<file path="src/rtl/rf_wb_scoreboard.sv">
// Write-back controller for the RV32E register file: round-robin ALU/LSU arbitration onto the
// single write port, plus a pending-register scoreboard that holds issue on RAW/WAW hazards.
module rf_wb_scoreboard #(
  parameter int NREGS  = 16,
  parameter int DATA_W = 32,
  parameter int ADDR_W = 5
) (
  input  logic              clk,
  input  logic              reset,
  input  logic              alu_valid_i,
  output logic              alu_ready_o,
  input  logic [ADDR_W-1:0] alu_rd_i,
  input  logic [DATA_W-1:0] alu_data_i,
  input  logic              lsu_valid_i,
  output logic              lsu_ready_o,
  input  logic [ADDR_W-1:0] lsu_rd_i,
  input  logic [DATA_W-1:0] lsu_data_i,
  input  logic              iss_valid_i,
  input  logic [ADDR_W-1:0] iss_rd_i,
  input  logic [ADDR_W-1:0] iss_rs1_i,
  input  logic [ADDR_W-1:0] iss_rs2_i,
  output logic              iss_stall_o,
  output logic              rf_we_o,
  output logic [ADDR_W-1:0] rf_waddr_o,
  output logic [DATA_W-1:0] rf_wdata_o,
  output logic [NREGS-1:0]  pending_o,
  output logic              err_o
);

  localparam logic LG_ALU = 1'b0;
  localparam logic LG_LSU = 1'b1;

  // One-hot decode of a register address; x0 and out-of-range addresses decode to all zeros,
  // so the result doubles as a "trackable register" test.
  function automatic logic [NREGS-1:0] reg_onehot(input logic [ADDR_W-1:0] a);
    logic [NREGS-1:0] v;
    v = {NREGS{1'b0}};
    for (int i = 1; i < NREGS; i++) begin
      v[i] = (a == ADDR_W'(i));
    end
    return v;
  endfunction

  logic              r_last_grant;
  logic              r_we;
  logic [ADDR_W-1:0] r_waddr;
  logic [DATA_W-1:0] r_wdata;
  logic [NREGS-1:0]  r_pending;
  logic              r_err;

  logic              w_alu_gnt;
  logic              w_lsu_gnt;
  logic              w_accept;
  logic [ADDR_W-1:0] w_sel_rd;
  logic [DATA_W-1:0] w_sel_data;
  logic [NREGS-1:0]  w_sel_oh;
  logic              w_sel_illegal;
  logic [NREGS-1:0]  w_hazard_oh;
  logic              w_stall;
  logic              w_issue;
  logic [NREGS-1:0]  w_clr_mask;
  logic [NREGS-1:0]  w_set_mask;
  logic [NREGS-1:0]  w_pending_nxt;

  // Round-robin grant: a tie goes to the source that did not win last time.
  always_comb begin
    w_alu_gnt = 1'b0;
    w_lsu_gnt = 1'b0;
    if (!reset) begin
      w_alu_gnt = 1'b0;
      w_lsu_gnt = 1'b0;
    end else if (alu_valid_i && lsu_valid_i) begin
      w_alu_gnt = (r_last_grant == LG_LSU);
      w_lsu_gnt = (r_last_grant == LG_ALU);
    end else begin
      w_alu_gnt = alu_valid_i;
      w_lsu_gnt = lsu_valid_i;
    end
  end

  // Result mux, hazard detection and next scoreboard state.
  always_comb begin
    w_accept      = w_alu_gnt | w_lsu_gnt;
    w_sel_rd      = w_alu_gnt ? alu_rd_i : lsu_rd_i;
    w_sel_data    = w_alu_gnt ? alu_data_i : lsu_data_i;
    w_sel_oh      = reg_onehot(w_sel_rd);
    w_sel_illegal = (w_sel_rd >= ADDR_W'(NREGS));
    w_hazard_oh   = reg_onehot(iss_rs1_i) | reg_onehot(iss_rs2_i) | reg_onehot(iss_rd_i);
    w_stall       = (!reset) | (iss_valid_i & (|(w_hazard_oh & r_pending)));
    w_issue       = reset & iss_valid_i & ~w_stall;
    w_clr_mask    = r_we ? reg_onehot(r_waddr) : {NREGS{1'b0}};
    w_set_mask    = w_issue ? reg_onehot(iss_rd_i) : {NREGS{1'b0}};
    // Set applied after clear so a new producer wins over the committing one.
    w_pending_nxt = (r_pending & ~w_clr_mask) | w_set_mask;
  end

  // Write-back stage, arbitration history and scoreboard state.
  always_ff @(posedge clk) begin
    if (!reset) begin
      r_last_grant <= LG_LSU;
      r_we         <= 1'b0;
      r_waddr      <= {ADDR_W{1'b0}};
      r_wdata      <= {DATA_W{1'b0}};
      r_pending    <= {NREGS{1'b0}};
      r_err        <= 1'b0;
    end else begin
      r_we      <= w_accept & (|w_sel_oh);
      r_err     <= w_accept & w_sel_illegal;
      r_pending <= w_pending_nxt;
      if (w_accept) begin
        r_last_grant <= w_lsu_gnt ? LG_LSU : LG_ALU;
        r_waddr      <= w_sel_rd;
        r_wdata      <= w_sel_data;
      end else begin
        r_last_grant <= r_last_grant;
        r_waddr      <= r_waddr;
        r_wdata      <= r_wdata;
      end
    end
  end

  assign alu_ready_o = w_alu_gnt;
  assign lsu_ready_o = w_lsu_gnt;
  assign iss_stall_o = w_stall;
  assign rf_we_o     = r_we;
  assign rf_waddr_o  = r_waddr;
  assign rf_wdata_o  = r_wdata;
  assign pending_o   = r_pending;
  assign err_o       = r_err;

endmodule

</file>
<file path="config.mk">
export PLATFORM = sky130hd
export DESIGN_NAME = rf_wb_scoreboard
export DESIGN_NICKNAME = d
export VERILOG_FILES = /design/src/rtl/rf_wb_scoreboard.sv
export SDC_FILE = /design/constraint.sdc
export NUM_CORES = 1
export LEC_CHECK = 0
export BUFFER_PORTS_ARGS = -buffer_cell sky130_fd_sc_hd__buf_2
export CAP_MARGIN = 0
export CORE_MARGIN = 4
export CORE_UTILIZATION = 25
export CTS_BUF_LIST = sky130_fd_sc_hd__clkbuf_8 sky130_fd_sc_hd__clkbuf_16
export DETAILED_ROUTE_END_ITERATION = 10
export GPL_TIMING_DRIVEN = 0
export MAX_ROUTING_LAYER = met4
export SLEW_MARGIN = 0
export SYNTH_ARGS = -nofsm -noshare
export SYNTH_HDL_FRONTEND = slang
export SYNTH_SLANG_ARGS = --single-unit
export TNS_END_PERCENT = 50
</file>
<file path="constraint.sdc">
create_clock -name clk -period 3.3 [get_ports clk]
set_input_delay 0.33 -clock clk [delete_from_list [all_inputs] [get_ports clk]]
set_output_delay 0.33 -clock clk [all_outputs]
set_load 0.1 [all_outputs]
</file>
## Word level (Yosys, flattened, before mapping)

Index checks and enable logic that the tools add are counted.

- Flip-flop bits (word level): 56
- Logic and storage cells: 110
- Output and inout port bits: 58
- Bits of input ports: 94

- Reduce and logical (&&, ||, !) cells: 4
- Bitwise logic cells: 15
- Eq/ne operators: 75
- Order comparisons: 1
- Mux-type cells: 9

Operators by type and width:

| kind | count |
|---|---|
| 5-bit by 4-bit equality test with 1-bit output (second input constant) | 40 |
| 5-bit by 3-bit equality test with 1-bit output (second input constant) | 20 |
| 5-bit by 2-bit equality test with 1-bit output (second input constant) | 10 |
| 16-bit bitwise OR | 3 |
| 16-bit bitwise AND | 2 |
| 16-bit 2-to-1 mux | 2 |
| 32-bit 2-to-1 mux | 1 |
| 5-bit by 1-bit equality test with 1-bit output (second input constant) | 5 |
| 16-bit NOT | 1 |
| 16-bit OR reduction | 1 |
| 15-bit OR reduction | 1 |
| 1-bit bitwise AND | 5 |
| 5-bit >= comparator (second input constant) | 1 |
| 1-bit 2-to-1 mux | 5 |
| 5-bit 2-to-1 mux | 1 |
| 1-bit NOT | 2 |
| 1-bit bitwise OR | 2 |
| 1-bit logical AND | 1 |
| 1-bit zero test | 1 |

## Logic depth before layout (Yosys ltp)

- Depth after elaboration: 11
- Mapped depth: 8
- Depth with buffers taken out: 6

## Worst setup path after synthesis

Ideal clock, no wire load.

- Path type: reg-to-output
- Start point: register r_pending[12], in the netlist pending_o[12]
- End point: output iss_stall_o
- Slack: 0.414 ns
- Stages on the path, launching flop included: 8
- Arrival: 2.556 ns
- Required time: 2.970 ns
- Path buffers: 1
- Path through: dfxtp_1 mux2i_1 o31a_1 o32ai_1 a2111oi_4 nand4_4 buf_6 a21bo_2

- Cells in the longest elaborated chain, start to end: 4

Ends and longest elaborated chain:

| what | line | RTL |
|---|---|---|
| start: declaration | 48 | `logic [NREGS-1:0] r_pending;` |
| start signal: assignment | 104 | `r_pending <= {NREGS{1'b0}};` |
| start signal: assignment | 109 | `r_pending <= w_pending_nxt;` |
| 16-bit bitwise AND | 89 | `w_stall = (!reset) \| (iss_valid_i & (\|(w_hazard_oh & r_pending)));` |
| 16-bit OR reduction | 89 |  |
| 1-bit bitwise AND | 89 |  |
| 1-bit bitwise OR | 89 |  |
| end: declaration | 22 | `output logic iss_stall_o,` |

No other way between the ends.

## Final worst setup path

- Start point: register r_pending[11], in the netlist pending_o[11]
- End point: output iss_stall_o

The elaborated chain is that of the path after synthesis.

==> impl_metrics.py <==
metrics = {
    "sta": {
        "worst_slew_pin_slew_ns": 0.7915,
        "slew_headroom": 0.4723,
        "final.setup.tns_ns": 0,
        "clock.fmax_mhz": 342.6,
        "final.period_utilization": 0.8844,
        "slew_violations": 0,
        "setup_ws_ns": 0.3813,
        "setup_viol": 0,
        "period_minus_slack_ns": 2.919,
        "clock_skew_ns": 0.003877,
        "finalHoldViolCount": 0,
        "rsz0062_at_grt": "no",
    },
    "pwr": {
        "p_leak_nw": 1.719,
        "pwr-share-comb": 0.319,
        "p_sw_uw": 706.1,
        "ir_drop_uv": 253.0,
        "pwr-share-clk": 0.283,
        "switching_share": 0.3841,
        "p_int_mw": 1.132,
        "seqPwrFrac": 0.398,
        "cellPowerDensity_mw_per_mm2": 464.7,
        "finalPower_mw": 1.838,
    },
    "critical_path": {
        "startpoint_type": "register",
        "path_max_fanout": 10,
        "critPathLaunch": "pending_o[11]",
        "crit_end": "iss_stall_o",
        "worstSetupPathType": "reg2out",
        "crit-reg2reg-launch": "r_last_grant",
        "timing.rr.end": "rf_wdata_o[22]",
        "setup.worst_path.end_class": "primary output",
        "reg2reg_slack_ns": 1.05,
        "cp_data_arrival_time_ns": 2.59,
        "cp.required_ns": 2.97,
        "reg2reg_depth": 7,
    },
    "cts": {
        "cts.clk_slew.worst_paths_ns": 0.07,
        "tritoncts": "done",
        "hold_buffers": 0,
        "cts_made_buffers": 5,
        "post_cts_resized": 0,
        "clockBufferDepth": 2,
        "worstSkewPairLatency_ns": 0.28,
        "root_buffer": "clkbuf_16",
        "cts_setup_buffers": 0,
        "htreeDepth": 2,
        "clock_sinks": 55,
    },
    "synth": {
        "synthTopCellsByArea": "dfxtp_1 38%, nand2_1 7.0%, a21boi_0 6.5%",
        "synthesis.nets": 435,
        "ys_seq_area_frac": 0.3788,
        "ys_ff_latch": 55,
        "yosysMostFrequentCell": "dfxtp_1",
        "async_reset_ff_frac": 0,
        "netlist_top_cells_count": "55 x dfxtp_1, 54 x nand2_1, 25 x a21boi_0, 24 x a22oi_1, 19 x clkbuf_1",
        "synth.avg_cell_area_um2": 8.524,
        "synth_edf_count": 0,
        "yosysUniqueCellTypes": 50,
        "yosysTopAreaCellShare": 0.3788,
        "yosysWarnings": 0,
        "synth_top_cell_by_area": "dfxtp_1",
        "syn_area_mm2": 0.002907,
        "syn-instance-count": 341,
        "synth-main-ff-cell": "dfxtp_1",
    },
    "cells_and_area": {
        "nNetsFinal": 587,
        "drive_above_1_share": 0.3509,
        "area_growth_pct": 36.07,
        "antenna_cells": 0,
        "utilization": 0.3464,
    },
    "grt": {
        "grt_overflow": 0,
        "gr-usage-all-layers": 0.1502,
        "grt_max_degree": 16,
        "grt_first_pass_wirelength_um": 15580,
        "antenna_found_initial": 0,
        "grt_pass1_vias": 3148,
    },
    "die": {
        "ioPinCount": 152,
        "fp.dieH_um": 115.8,
        "core-area_mm2": 0.01142,
        "initial_utilization": 0.2545,
        "die_x_um": 115.8,
        "num_rows": 39,
        "dieArea_mm2": 0.01342,
    },
    "placement": {
        "dp_hpwl_um": 8096,
        "place_ws_ns": 0.4616,
        "place.gp.congestion": 0.9038,
        "port-buffer-count": 145,
    },
    "job": {
        "max_cap_violations": 0,
    },
    "detailed_routing": {
        "drt_wl_total_um": 10010,
        "post-route-drc-count": 0,
        "vias": 3211,
        "drt-wirelength-per-cell_um": 15.73,
        "first_pass_iters": 5,
        "drtIter0Drc": 226,
        "vias_per_cell": 5.049,
        "postRouteAntennaNets": 0,
    },
    "status": {
        "status": "finished, final reports clean",
    },
    "worst_hold_path": {
        "min-delay-path-class": "in2reg",
    },
}
## final cells by class
cell class,instances,area [µm²]
Multi-Input combinational cell,248,1638
Timing Repair Buffer,145,725.7
Sequential cell,55,1101
Tap cell,143,178.9
Clock inverter,1,5.005
Clock buffer,6,138.9
Fill cell,1248,7463
Buffer,28,130.1
Inverter,10,37.54
## sequential cells by signal (all words and copies together), names as in the netlist
register      cells
rf_wdata_o       32
pending_o        15
rf_waddr_o        5
err_o             1
r_last_grant      1
rf_we_o           1
## worst max-delay path, cell delays in order, from the launching register on
cell and delay (ns):
dfxtp_1 0.38, nand3b_1 0.12, a211oi_1 0.08, or4_4 0.55
a2111oi_4 0.25, nand4_4 0.21, buf_6 0.20, a21bo_2 0.21
buf_2 0.29
## metal layers
metal	GRT usage	wire, µm	share of wire	up-vias
li1	-	-	-	1562
met1	0.1851	4215	0.42	1475
met2	0.2528	4817	0.48	159
met3	0.02872	843	0.084	15
met4	0.03867	128	0.013	0
met5	-	0	0	-
## power groups by stage
stage	Clock [mW]	Sequential [mW]	Combinational, mW
2_1_floorplan	0	1.03	0.158
3_3_place_gp	0	0.745	0.583
3_5_place_dp	0	0.746	0.588
4_1_cts	0.534	0.732	0.588
5_1_grt	0.569	0.736	0.618
6_report	0.520	0.732	0.586
## cell families (layout without fill, tap and decap cells)
kind of cell,Yosys count,in the layout,share of synthesized area
and+or+nand+nor,120,120,0.2114
DFF,55,55,0.3788
muxes,13,13,0.05080
buffers and inverters,38,190,0.05768
AOI/OAI and AO/OA,114,114,0.3000
other,1,1,0.001290
## worst min path at each step
stage / endpoint / cells past startpoint / start / slack, ns
finish: rf_we_o / 2 / lsu_rd_i[4] / 0.24
global route: rf_we_o / 2 / lsu_rd_i[4] / 0.25
CTS: rf_we_o / 2 / lsu_rd_i[4] / 0.24
detailed placement: rf_wdata_o[5] / 2 / rf_wdata_o[5] / 0.45
global placement: rf_wdata_o[15] / 2 / rf_wdata_o[15] / 0.44
floorplan: rf_we_o / 1 / lsu_rd_i[4] / 0.42
## layout by cell type (no fill, tap or decap), types with 3 or more instances in the layout
cell and instances:
o311ai_0 3, nand3_1 12, o211ai_1 7, buf_2 146
o31ai_1 11, clkbuf_1 19, a222oi_1 8, nor2_1 15
clkbuf_16 5, mux2i_1 8, a22oi_1 24, buf_4 4
a21boi_0 25, nand2b_1 6, nand2_1 54, dfxtp_1 55
a21oi_1 7, nand3b_1 11, mux2_2 4, nor2b_1 4
inv_1 10, o21ai_0 12
## per-stage QoR
stage               instance area (µm²)  cells  hold slack [ns]
CTS                                3955    636           0.2372
floorplan                          2907    341           0.4243
detailed placement                 3811    629           0.4483
finish                             3955    636           0.2450
global placement                   3811    629           0.4422
global route                       3955    636           0.2495
No activity file was read; power rests on OpenSTA's default activity.
